File: src/rtl/hazard_ctrl.sv
// Hazard and stall controller for the 5-stage core: operand forwarding, load-use
// interlock, branch flush and a wait-state FSM that freezes the pipeline on slow memory.
//
//  state    | meaning
//  ---------+-------------------------------------------------------------
//  RUN      | pipeline flowing; a memory access without ready enters MEM_WAIT
//  MEM_WAIT | pipeline frozen until mem_ready or the timeout forces release
module hazard_ctrl #(
    parameter int REG_W       = 4,
    parameter int MEM_TIMEOUT = 16,
    parameter int CNT_W       = 16
) (
    input  logic             clk,
    input  logic             reset,
    input  logic [REG_W-1:0] RA1D,
    input  logic [REG_W-1:0] RA2D,
    input  logic [REG_W-1:0] RA1E,
    input  logic [REG_W-1:0] RA2E,
    input  logic [REG_W-1:0] WA3E,
    input  logic [REG_W-1:0] WA3M,
    input  logic [REG_W-1:0] WA3W,
    input  logic             RegWriteE,
    input  logic             RegWriteM,
    input  logic             RegWriteW,
    input  logic             MemtoRegE,
    input  logic             MemtoRegM,
    input  logic             MemWriteM,
    input  logic             PCSrcM,
    input  logic             mem_ready,
    output logic [1:0]       ForwardAE,
    output logic [1:0]       ForwardBE,
    output logic             StallF,
    output logic             StallD,
    output logic             StallE,
    output logic             EnM,
    output logic             FlushD,
    output logic             FlushE,
    output logic             FlushM,
    output logic             FlushW,
    output logic [CNT_W-1:0] stall_cnt,
    output logic             err_flag
);

    localparam int                WAIT_W   = $clog2(MEM_TIMEOUT + 1);
    localparam logic [WAIT_W-1:0] WAIT_MAX = WAIT_W'(MEM_TIMEOUT);
    localparam logic [REG_W-1:0]  PC_REG   = '1;

    typedef enum logic {RUN, MEM_WAIT} state_t;

    state_t            state, next_state;
    logic [WAIT_W-1:0] wait_cnt, wait_nxt;
    logic              timeout_rel;
    logic              mem_acc;
    logic              mem_stall;
    logic              load_use;

    assign mem_acc  = MemtoRegM | MemWriteM;
    assign load_use = MemtoRegE & RegWriteE & ((WA3E == RA1D) | (WA3E == RA2D));

    always_ff @(posedge clk or negedge reset) begin
        if (!reset) begin
            state     <= RUN;
            wait_cnt  <= '0;
            stall_cnt <= '0;
            err_flag  <= 1'b0;
        end else begin
            state    <= next_state;
            wait_cnt <= wait_nxt;
            if (StallF && (stall_cnt != '1))
                stall_cnt <= stall_cnt + 1'b1;
            if (timeout_rel)
                err_flag <= 1'b1;
        end
    end

    always_comb begin
        next_state  = state;
        wait_nxt    = wait_cnt;
        timeout_rel = 1'b0;
        mem_stall   = 1'b0;
        case (state)
            RUN: begin
                mem_stall = mem_acc & ~mem_ready;
                if (mem_acc && !mem_ready) begin
                    next_state = MEM_WAIT;
                    wait_nxt   = WAIT_W'(1);
                end else begin
                    wait_nxt = '0;
                end
            end
            MEM_WAIT: begin
                mem_stall = ~mem_ready & (wait_cnt < WAIT_MAX);
                if (mem_ready) begin
                    next_state = RUN;
                    wait_nxt   = '0;
                end else if (wait_cnt < WAIT_MAX) begin
                    wait_nxt = wait_cnt + WAIT_W'(1);
                end else begin
                    // Give up on the access so a dead memory cannot hang the core.
                    next_state  = RUN;
                    wait_nxt    = '0;
                    timeout_rel = 1'b1;
                end
            end
            default: begin
                next_state = RUN;
                wait_nxt   = '0;
            end
        endcase
    end

    function automatic logic [1:0] fwd_sel(input logic [REG_W-1:0] ra);
        logic [1:0] sel;
        sel = 2'b00;
        if (ra != PC_REG) begin
            if (RegWriteM && (WA3M == ra))
                sel = 2'b10;
            else if (RegWriteW && (WA3W == ra))
                sel = 2'b01;
        end
        return sel;
    endfunction

    always_comb begin
        ForwardAE = 2'b00;
        ForwardBE = 2'b00;
        StallF    = 1'b0;
        StallD    = 1'b0;
        StallE    = 1'b0;
        EnM       = 1'b1;
        FlushD    = 1'b0;
        FlushE    = 1'b0;
        FlushM    = 1'b0;
        FlushW    = 1'b0;
        if (!reset) begin
            FlushD = 1'b1;
            FlushE = 1'b1;
            FlushM = 1'b1;
            FlushW = 1'b1;
        end else begin
            ForwardAE = fwd_sel(RA1E);
            ForwardBE = fwd_sel(RA2E);
            if (mem_stall) begin
                StallF = 1'b1;
                StallD = 1'b1;
                StallE = 1'b1;
                EnM    = 1'b0;
                FlushW = 1'b1;
            end else if (PCSrcM) begin
                FlushD = 1'b1;
                FlushE = 1'b1;
                FlushM = 1'b1;
            end else if (load_use) begin
                StallF = 1'b1;
                StallD = 1'b1;
                FlushE = 1'b1;
            end
        end
    end

endmodule

File: config.mk
export PLATFORM = sky130hd
export DESIGN_NAME = hazard_ctrl
export DESIGN_NICKNAME = d
export VERILOG_FILES = /design/src/rtl/hazard_ctrl.sv
export SDC_FILE = /design/constraint.sdc
export NUM_CORES = 1
export LEC_CHECK = 0
export BUFFER_PORTS_ARGS = -buffer_cell sky130_fd_sc_hd__buf_2
export CORE_MARGIN = 1.5
export CORE_UTILIZATION = 35
export CTS_CLUSTER_DIAMETER = 120
export DETAILED_ROUTE_END_ITERATION = 8
export PLACE_DENSITY_LB_ADDON = 0.05
export SETUP_SLACK_MARGIN = 0.3
export SLEW_MARGIN = 15
export SYNTH_ARGS = -nofsm -noshare
export SYNTH_HDL_FRONTEND = slang
export SYNTH_SLANG_ARGS = --single-unit
File: constraint.sdc
create_clock -name clk -period 2.1 [get_ports clk]
set_input_delay 0.63 -clock clk [delete_from_list [all_inputs] [get_ports clk]]
set_output_delay 0.63 -clock clk [all_outputs]
set_load 0.01 [all_outputs]
Yosys cells after proc, flatten, opt, wreduce, memory -nomap -nowiden
Cells that the tools add are included.
{ "word_totals": {"wordCells": 66, "ff_bits": 23, "out_inout_bits": 29, "mem_bits_rw": 0, "n_memories": 0, "latchBits": 0, "in_bits": 38, "mem_bits_ro": 0} }
{ "op_classes": {"magnitude_cmp": 1, "n_addsub": 2, "n_eq_ne": 9, "n_div": 0, "n_shift": 0, "mux": 35, "n_mul": 0, "n_bitwise": 8, "n_reduce_logical": 7} }
{ "ops": {"columns": ["cell", "n"], "rows": [
  ["== test 4 bit", 6],
  ["2-to-1 mux 1 bit", 24],
  ["adder 16 x 1 -> 16 bit, second input constant", 1],
  ["!= test 16 bit, second input constant", 1],
  ["2-to-1 mux 2 bit", 6],
  ["2-to-1 mux 5 bit", 2],
  ["one-hot mux 5 bit (2 select lines)", 1],
  ["!= test 4 bit, second input constant", 2],
  ["logical AND 1 bit", 6],
  ["adder 5 x 1 -> 5 bit, second input constant", 1],
  ["< comparator 5 bit, second input constant", 1],
  ["bitwise AND 1 bit", 4],
  ["one-hot mux 1 bit (2 select lines)", 2],
  ["inverter 1 bit", 2],
  ["OR 1 bit", 2],
  ["zero test 1 bit", 1]
]} }

Longest topological paths before layout
Gate-level depths: netlist (run 1).
{ "logic_depth": {"ltp_word": 8, "depth_mapped": 8, "ltp_nobuf": 7} }

Worst setup path before layout (run 1)
No wires, ideal clock.
{ "synth_timing": {"path_kind": "input -> output", "from": "input MemWriteM", "to": "output StallF", "setup_slack_ns": -0.171, "cell_stages": 6, "t_required_ns": 1.470, "path_buffers": 1, "arrival_time_ns": 1.641, "cell_sequence": "nor3_1 -> a211o_2 -> nand2_1 -> nand2_1 -> a21oi_1 -> buf_4"} }
{ "synth_via": {"elab_chain_len": 5} }
{ "synth_rtl": {"columns": ["item", "line", "rtl"], "rows": [
  ["start: declaration", "27", "input logic MemWriteM,"],
  ["OR 1 bit", "57", "assign mem_acc = MemtoRegM | MemWriteM;"],
  ["bitwise AND 1 bit", "83", "mem_stall = mem_acc & ~mem_ready;"],
  ["one-hot mux 1 bit (2 select lines)", "81", "case (state)"],
  ["2-to-1 mux 1 bit (2 in a row)", null, null],
  ["end: declaration", "32", "output logic StallF,"]
]} }
No other way between the ends.

Worst setup path after layout (run 1)
{ "layout_timing": {"from": "input RA1D[2]", "to": "output StallF"} }
{ "layout_via": {"elab_chain_len": 7} }
{ "layout_rtl": {"columns": ["item", "line", "rtl"], "rows": [
  ["start: declaration", "15", "input logic [REG_W-1:0] RA1D,"],
  ["== test 4 bit", "58", "assign load_use = MemtoRegE & RegWriteE & ((WA3E == RA1D) | (WA3E == RA2D));"],
  ["OR 1 bit", "58", null],
  ["bitwise AND 1 bit", "58", null],
  ["2-to-1 mux 1 bit", "153", "end else if (load_use) begin"],
  ["2-to-1 mux 1 bit", "149", "end else if (PCSrcM) begin"],
  ["2-to-1 mux 1 bit", "143", "if (mem_stall) begin"],
  ["2-to-1 mux 1 bit", "135", "if (!reset) begin"]
]} }
No other way between the ends.

==> results of run 1 <==
[repair_timing]
item,4_1_cts,5_1_grt
pin swaps,24,18
setup buffers,6,5
endpoints found under the hold margin,0,0
cloned,1,0
gates resized for setup,51,32
setup endpoints to repair,27,28
[where the power goes]
part / switching, mW / internal (mW)
Sequential: 0.0919 / 0.510
Clock: 0.140 / 0.132
Combinational: 0.236 / 0.285
Total: 0.468 / 0.928
[worst max-delay path, stage by stage]
cell,delay [ns]
buf_6,0.10
xnor2_2,0.14
nand4_1,0.16
a21o_1,0.26
a21oi_4,0.13
buf_2,0.14
[layout make-up]
cell class	count	area [um2]	area share, %
tap	50	62.56	2.464
timing repair buffer	91	701.9	27.65
clock inverter	1	5.005	0.1971
clock buffer	3	41.29	1.626
sequential	23	576.8	22.72
multi-input combinational	119	1116	43.96
inverter	8	35.03	1.380
[cell families (layout without fill, tap and decap cells)]
group	after synthesis	in the layout
and+or+nand+nor	64	64
adders and majority gates	2	2
muxes	1	1
AOI/OAI and AO/OA	12	13
buffers and inverters	11	103
xor gates and xnor gates	39	39
DFF	23	23
[sequential cells by signal (all words and copies together) (netlist names)]
| signal | flops |
|---|---|
| stall_cnt | 16 |
| wait_cnt | 5 |
| err_flag | 1 |
| state | 1 |
[worst max path at each step]
| stage | start | end | slack [ns] | depth (start not counted) |
|---|---|---|---|---|
| CTS | WA3M[1] | ForwardAE[1] | -0.08 | 6 |
| finish | RA1D[2] | StallF | -0.09 | 6 |
| global placement | WA3E[2] | FlushE | -0.08 | 6 |
| floorplan | RA1D[2] | StallF | 0.06 | 5 |
| global route | RA1D[2] | StallF | -0.12 | 6 |
| detailed placement | WA3M[2] | ForwardBE[1] | -0.12 | 5 |
[per-layer routing]
metal	vias to the layer above	track usage, %	wire length, um	part of all wire [%]
met5	-	0	0	0
met4	0	1.531	27	0.66
met3	2	3.167	180	4.4
met2	37	33.95	2282	55
met1	704	21.61	1625	39
li1	707	-	-	-
[layout by cell type, fill, tap and decap left out, drive strengths merged]
cell type and instances:
buf 91, dfrtp 23, xnor2 22, xor2 17, nand2 13, nor2 12, nand3 10, nor3 9
nand4 8, inv 8, and3 6, nor4 4, o21ai 4, clkbuf 3, ha 2, nand3b 1
o21a 1, a211o 1, a21o 1, o21bai 1, a21oi 1, a211oi 1, a41oi 1, nand2b 1
o211ai 1, a31o 1, mux2 1, clkinv 1
[through the flow]
| stage | setup TNS (ns) | hold WS (ns) | power, mW | instance area, um2 |
|---|---|---|---|---|
| 6_report | -0.3167 | 0.4787 | 1.396 | 2539 |
| 5_1_grt | -1.089 | 0.5064 | 1.482 | 2539 |
| 4_1_cts | -0.3392 | 0.4833 | 1.362 | 2355 |
| 3_5_place_dp | -0.7291 | 0.4633 | 0.9993 | 2004 |
| 3_3_place_gp | -0.4048 | 0.4466 | 0.9811 | 2004 |
| 2_1_floorplan | 0 | 0.3344 | 0.8050 | 1540 |
==> impl_metrics.yaml, run 1 <==
run_status:
  status: "finished, violations left"
  violations: "negative setup slack"
yosys:
  ys_types: 32
  synth_top_family_by_area: "simple AND/OR/NAND/NOR gates"
  syn-num-nets: 192
  synth_top_flop_cell: "dfrtp_1"
  synth_mux_area_share_pct: 0.7699
  syn_inst: 152
  netlist_area_um2: 1463
  synth_edf_count: 0
  synth_seq_area_share_pct: 39.35
  avgSynthCellArea_um2: 9.623
  synth_top_area_cell: "dfrtp_1"
  synthAdderAreaFrac_pct: 1.711
  synthTopCellsByCount: "dfrtp_1 (23), xnor2_1 (22), xor2_1 (17), nand2_1 (13), nor2_1 (12)"
  ys_seq_elements: 23
  async_reset_ff_share_pct: 100.0
  synth_top_area_share_pct: 39.35
  synth_simple_gate_area_share_pct: 24.04
  synth_xor_area_share_pct: 23.35
  yosys_warnings: 0
  yosysMostFrequentCell: "dfrtp_1"
  synth_compound_area_share_pct: 6.929
  synthTopCellsByArea: "dfrtp_1 (39%), xnor2_1 (13%), xor2_1 (10%)"
global_route:
  grt_pass1_wl_um: 6313
  first_global_vias: 1431
  grt.overflow.total: 0
  grt_start_max_net_pins: 24
  track_usage_pct: 17.90
  antenna_found_initial: 0
timing:
  hold_violations: 0
  rsz0062_at_grt: "true"
  worst_pin_slew_ns: 0.4129
  slew_viol_final: 0
  max_freq_mhz: 457.4
  setup_ws_ns: -0.08607
  period_needed_ns: 2.186
  final.setup_skew_ns: 0.003999
  relSlewSlack_pct: 72.37
  setup_violations: 6
  period_share_pct: 104.1
worst_setup_path:
  cp-end-kind: "primary output"
  cp.arrival_ns: 1.56
  cp.required_ns: 1.47
  crit_type: "in -> out"
  reg2reg_from: "state"
  rrSetupSlack_ns: 0.11
  r2r-end: "stall_cnt[1]"
  reg2regPathDepth: 8
  worst-path-max-fanout: 2
  crit_path_start_kind: "input port"
layout:
  area_delta_synth_final_pct: 73.57
  final_layout_size_suffix_gt1_share_pct: 58.78
  layout.cells.non_filler: 295
  insertedDiodeCount: 0
  nNetsFinal: 286
  final.fill_count: 341
  fin_util_pct: 63.47
route:
  drt-initial-drc-count: 44
  wl_um: 4115
  wire_per_inst_um: 13.95
  drt_first_pass_iters: 4
  viasPerCell: 4.915
  postRouteAntennaNets: 0
  drc: 0
  vias: 1450
clock_network:
  clock_path_buffers: 2
  numCtsBuffers: 3
  cts_tree: "done"
  cts_root_buffer: "clkbuf_8"
  hold_buffers: 0
  clkSinkCount: 23
  path_clk_slew_ns: 0.08
  clk_latency_ns: 0.26
  htree_levels: 1
die:
  rows: 23
  ios: 67
  start_util_pct: 36.57
  dieArea_um2: 4576
  core-area_um2: 4000
  die_w_um: 67.65
  fp.dieH_um: 67.65
placed_design:
  placed_cells: 279
  place.port_buffers: 66
  gp_congestion: 0.8852
  place_hpwl_um: 2911
  place_ws_ns: -0.1167
worst_hold_path:
  min_path_cells: 1
  min_to: "err_flag"
  worstHoldStart: "err_flag"
  hold_class: "reg -> reg"
power:
  p_per_area_nw_per_um2: 550.0
  ir_worst_vdd_mv: 0.4186
  p_leak_nw: 1.245
run:
  maxCapViolCount: 0
No activity file was read; power rests on OpenSTA's default activity.
==> inputs of run 2 (changes only) <==
--- a/config.mk
+++ b/config.mk
@@ -10,6 +10,7 @@
 export CORE_UTILIZATION = 35
 export CTS_CLUSTER_DIAMETER = 120
 export DETAILED_ROUTE_END_ITERATION = 8
+export GPL_TIMING_DRIVEN = 0
 export PLACE_DENSITY_LB_ADDON = 0.05
 export SETUP_SLACK_MARGIN = 0.3
 export SLEW_MARGIN = 15
==> impl_metrics.yaml, run 2 (synthesis gave the netlist of run 1 again) <==
layout:
  nNetsFinal: 287
  top_regs: "stall_cnt (16), wait_cnt (5)"
  seqCellArea_um2: 575.6
  top_register: "stall_cnt"
  final_layout_size_suffix_gt1_share_pct: 57.72
  stdcell_area_um2: 2650
  insertedDiodeCount: 0
  final_common_cell: "buf_2"
  multi_input_area_um2: 1130
  area_delta_synth_final_pct: 81.18
  most-common-layout-cells: "buf_2 (41), buf_6 (34), dfrtp_1 (23)"
  final.fill_count: 315
  layout.cells.non_filler: 296
  largest_reg_flops: 16
die:
  core-area_um2: 4000
  dieArea_um2: 4576
  start_util_pct: 36.57
  rows: 23
  ios: 67
  die_w_um: 67.65
  fp.dieH_um: 67.65
power:
  p_per_area_nw_per_um2: 532.5
  ir_worst_vdd_mv: 0.4595
  p_leak_nw: 1.354
worst_setup_path:
  r2r-end: "stall_cnt[1]"
  cp.required_ns: 1.47
  crit_buf_inv: 3
  crit_slowest_cell: "dfrtp_1"
  cp-end-kind: "primary output"
  rrSetupSlack_ns: 0.06
  cp_common_cell: "buf_6"
  reg2regPathDepth: 7
  crit_type: "reg -> out"
  reg2reg_from: "stall_cnt[7]"
  worst-path-max-fanout: 4
  crit_chain: "a211o_4 -> buf_4 -> a21oi_4 -> buf_6 -> buf_6"
  cp_top_family: "compound AO/OA/AOI/OAI gates"
  cp.arrival_ns: 1.61
  critical-path-max-stage-delay_ns: 0.44
  crit_path_start_kind: "register"
clock_network:
  cts_root_buffer: "clkbuf_8"
  path_clk_slew_ns: 0.08
  htree_levels: 1
  cts_tree: "done"
  clkSinkCount: 23
  clock_path_buffers: 2
  numCtsBuffers: 3
  clk_latency_ns: 0.26
global_route:
  grt_start_max_net_pins: 32
  track_usage_pct: 19.40
  first_global_vias: 1482
  grt_pass1_wl_um: 6693
  antenna_found_initial: 0
  grt.overflow.total: 0
timing:
  period_needed_ns: 2.245
  setup_ws_ns: -0.1450
  period_share_pct: 106.9
  worst_pin_slew_ns: 0.5828
  final.setup_skew_ns: 0.002126
  setup_violations: 20
  tns_ns: -0.9430
  relSlewSlack_pct: 61.04
  slew_viol_final: 0
  holdWs_ns: 0.1792
  hold_violations: 0
  max_freq_mhz: 445.4
  rsz0062_at_grt: "true"
route:
  postRouteAntennaNets: 0
  vias: 1459
  drt_first_pass_iters: 4
  viasPerCell: 4.929
  wire_per_inst_um: 14.07
  drt-initial-drc-count: 38
  wl_um: 4165
  drc: 0
placed_design:
  dpl_cell_area_um2: 1933
  place_hpwl_um: 2724
  placed_cells: 268
  gp_congestion: 0.8574
  place.port_buffers: 66
run_status:
  violations: "negative setup slack"
  status: "finished, violations left"
run:
  maxCapViolCount: 0
worst_hold_path:
  hold_class: "in -> async"
[run 2: cell types whose count changed in the layout (fill, tap and decap cells not counted), sizes merged]
cell / before / now
buf: 91 / 93
o21ai: 4 / 3
[run 2: timing repair]
item / CTS / global route
setup buffers: 21 / 3
hold buffers: 0 / 0
endpoints found under the setup margin: 27 / 28
pin swaps: 33 / 20
resized for setup: 85 / 15
[run 2: worst max-delay path by stage]
stage | start | endpoint | slack [ns] | cells after the start
finish | state | StallF | -0.14 | 5
global route | WA3E[3] | StallF | -0.20 | 7
CTS | RA2D[1] | StallF | -0.13 | 7
detailed placement | reset | ForwardAE[0] | -0.36 | 5
global placement | reset | ForwardAE[0] | -0.34 | 5
floorplan | RA1D[2] | StallF | 0.06 | 5
[run 2: cell type report]
cell class	count	share of cell area, %
buffer	3	1.416
tap	50	2.361
sequential	23	21.72
timing repair buffer	90	28.80
multi-input combinational	118	42.63
inverter	8	1.322
clock inverter	1	0.1889
clock buffer	3	1.558
[run 2: metal layers]
metal | share of wire (%) | vias up | global-route usage [%]
li1 | - | 710 | -
met5 | 0 | - | 0
met2 | 54 | 44 | 34.80
met3 | 4.5 | 4 | 4.000
met4 | 0.91 | 0 | 5.867
met1 | 41 | 701 | 23.07
[run 2: metrics by stage]
step                setup slack (ns)  total power [mW]  utilization [%]
detailed placement           -0.3636            0.9821            48.33
global route                 -0.1972             1.500            66.25
CTS                          -0.1284             1.392            63.75
finish                       -0.1450             1.411            66.25
global placement             -0.3358            0.9709            48.33
floorplan                    0.06207            0.8050                -
[run 2: power breakdown]
part | internal [mW] | switching [mW] | leakage (nW)
clock network | 0.132 | 0.143 | 0.0255
logic | 0.296 | 0.242 | 1.04
registers | 0.510 | 0.0872 | 0.293
total | 0.938 | 0.473 | 1.35
==> inputs of run 3 (changes only) <==
--- a/config.mk
+++ b/config.mk
@@ -5,14 +5,15 @@
 export SDC_FILE = /design/constraint.sdc
 export NUM_CORES = 1
 export LEC_CHECK = 0
-export BUFFER_PORTS_ARGS = -buffer_cell sky130_fd_sc_hd__buf_2
 export CORE_MARGIN = 1.5
 export CORE_UTILIZATION = 35
 export CTS_CLUSTER_DIAMETER = 120
 export DETAILED_ROUTE_END_ITERATION = 8
+export DONT_BUFFER_PORTS = 1
 export GPL_TIMING_DRIVEN = 0
 export PLACE_DENSITY_LB_ADDON = 0.05
 export SETUP_SLACK_MARGIN = 0.3
+export SKIP_CTS_REPAIR_TIMING = 1
 export SLEW_MARGIN = 15
 export SYNTH_ARGS = -nofsm -noshare
 export SYNTH_HDL_FRONTEND = slang
==> impl_metrics.yaml, run 3 (synthesis gave the netlist of run 1 again) <==
layout:
  largest_reg_flops: 16
  final_layout_size_suffix_gt1_share_pct: 38.65
  fin_util_pct: 49.45
  insertedDiodeCount: 0
  layout.cells.non_filler: 213
  area_delta_synth_final_pct: 35.24
  nNetsFinal: 204
  final.fill_count: 382
  top_register: "stall_cnt"
  final_common_cell: "dfrtp_1"
  stdcell_area_um2: 1978
  top_regs: "stall_cnt (16), wait_cnt (5)"
  most-common-layout-cells: "dfrtp_1 (20), xor2_1 (15), xnor2_1 (15)"
timing:
  setup_violations: 2
  final.setup_skew_ns: 0.003811
  period_needed_ns: 2.162
  tns_ns: -0.08939
  slew_viol_final: 0
  max_freq_mhz: 462.5
  hold_violations: 0
  rsz0062_at_grt: "true"
  period_share_pct: 103.0
  worst_pin_slew_ns: 0.4944
  setup_ws_ns: -0.06202
  relSlewSlack_pct: 66.96
clock_network:
  numCtsBuffers: 3
  clock_path_buffers: 2
  htree_levels: 1
  path_clk_slew_ns: 0.08
  clk_latency_ns: 0.26
  cts_tree: "done"
  cts_root_buffer: "clkbuf_8"
  clkSinkCount: 23
route:
  met2RoutedLength_um: 1767
  vias: 1145
  drc: 0
  drt_first_pass_iters: 4
  postRouteAntennaNets: 0
  drt-initial-drc-count: 33
  wire_per_inst_um: 16.38
  top_layer: "met4"
  m1WireLength_um: 1444
  viasPerCell: 5.376
  wl_um: 3488
  met3_length_um: 238
placed_design:
  dpl_cell_area_um2: 1603
  place_ws_ns: -0.02390
  place.port_buffers: 0
  gp_congestion: 0.7177
  place_hpwl_um: 2442
  placed_cells: 202
worst_setup_path:
  reg2regPathDepth: 6
  reg2reg_from: "stall_cnt[7]"
  cp-end-kind: "primary output"
  crit_end: "StallF"
  crit_type: "reg -> out"
  worst-path-max-fanout: 5
  rrSetupSlack_ns: 0.09
  cp.required_ns: 1.47
  crit_path_start_kind: "register"
  crit_start: "state"
  cp.arrival_ns: 1.53
  r2r-end: "stall_cnt[1]"
die:
  start_util_pct: 36.57
  core-area_um2: 4000
  fp.dieH_um: 67.65
  dieArea_um2: 4576
  die_w_um: 67.65
  rows: 23
  ios: 67
global_route:
  first_global_vias: 1118
  grt.overflow.total: 0
  grt_start_max_net_pins: 32
  grt_pass1_wl_um: 5230
  antenna_found_initial: 0
  track_usage_pct: 15.17
power:
  p_leak_nw: 0.8557
  ir_worst_vdd_mv: 0.4316
  p_per_area_nw_per_um2: 615.5
worst_hold_path:
  hold_class: "in -> async"
run_status:
  violations: "negative setup slack"
  status: "finished, violations left"
run:
  maxCapViolCount: 0
-- run 3: report_power, final --
part	internal, mW	switching, mW	leakage (nW)	total, mW
registers	0.514	0.143	0.290	0.657
clock network	0.135	0.133	0.0228	0.268
logic	0.165	0.127	0.543	0.292
-- run 3: through the flow --
step	total power [mW]	hold slack, ns
after global routing	1.294	0.03723
after CTS	1.129	0.04542
final	1.218	0.05790
after floorplan	0.8050	0.3344
after global placement	0.8448	0.3354
after detailed placement	0.8556	0.3352
-- run 3: worst min path at each step --
stage	depth (start not counted)	from	to	slack, ns
2_1_floorplan	0	reset	err_flag	0.33
3_3_place_gp	0	reset	err_flag	0.34
3_5_place_dp	0	reset	err_flag	0.34
4_1_cts	0	reset	stall_cnt[0]	0.05
5_1_grt	0	reset	stall_cnt[1]	0.04
6_report	0	reset	stall_cnt[10]	0.06
-- run 3: layout make-up --
type,count,area (um2),area share [%]
repair buffers,7,73.82,3.732
inverters,8,30.03,1.518
flip-flops and latches,23,579.3,29.29
multi-input cells,118,1150,58.13
clock buffers,4,45.04,2.277
well taps,50,62.56,3.163
plain buffers,3,37.54,1.898
-- run 3: routing by layer --
layer | GRT usage, % | up-vias
li1 | - | 542
met1 | 17.70 | 565
met2 | 26.35 | 34
met3 | 5.500 | 4
met4 | 3.571 | 0
met5 | 0 | -
-- run 3: critical path, cell delays in order, from the launching register on --
cell and delay [ns]:
dfrtp_2 0.45, a211o_4 0.38, nand2_4 0.08, nand2_4 0.07, a21oi_4 0.17, buf_6 0.13
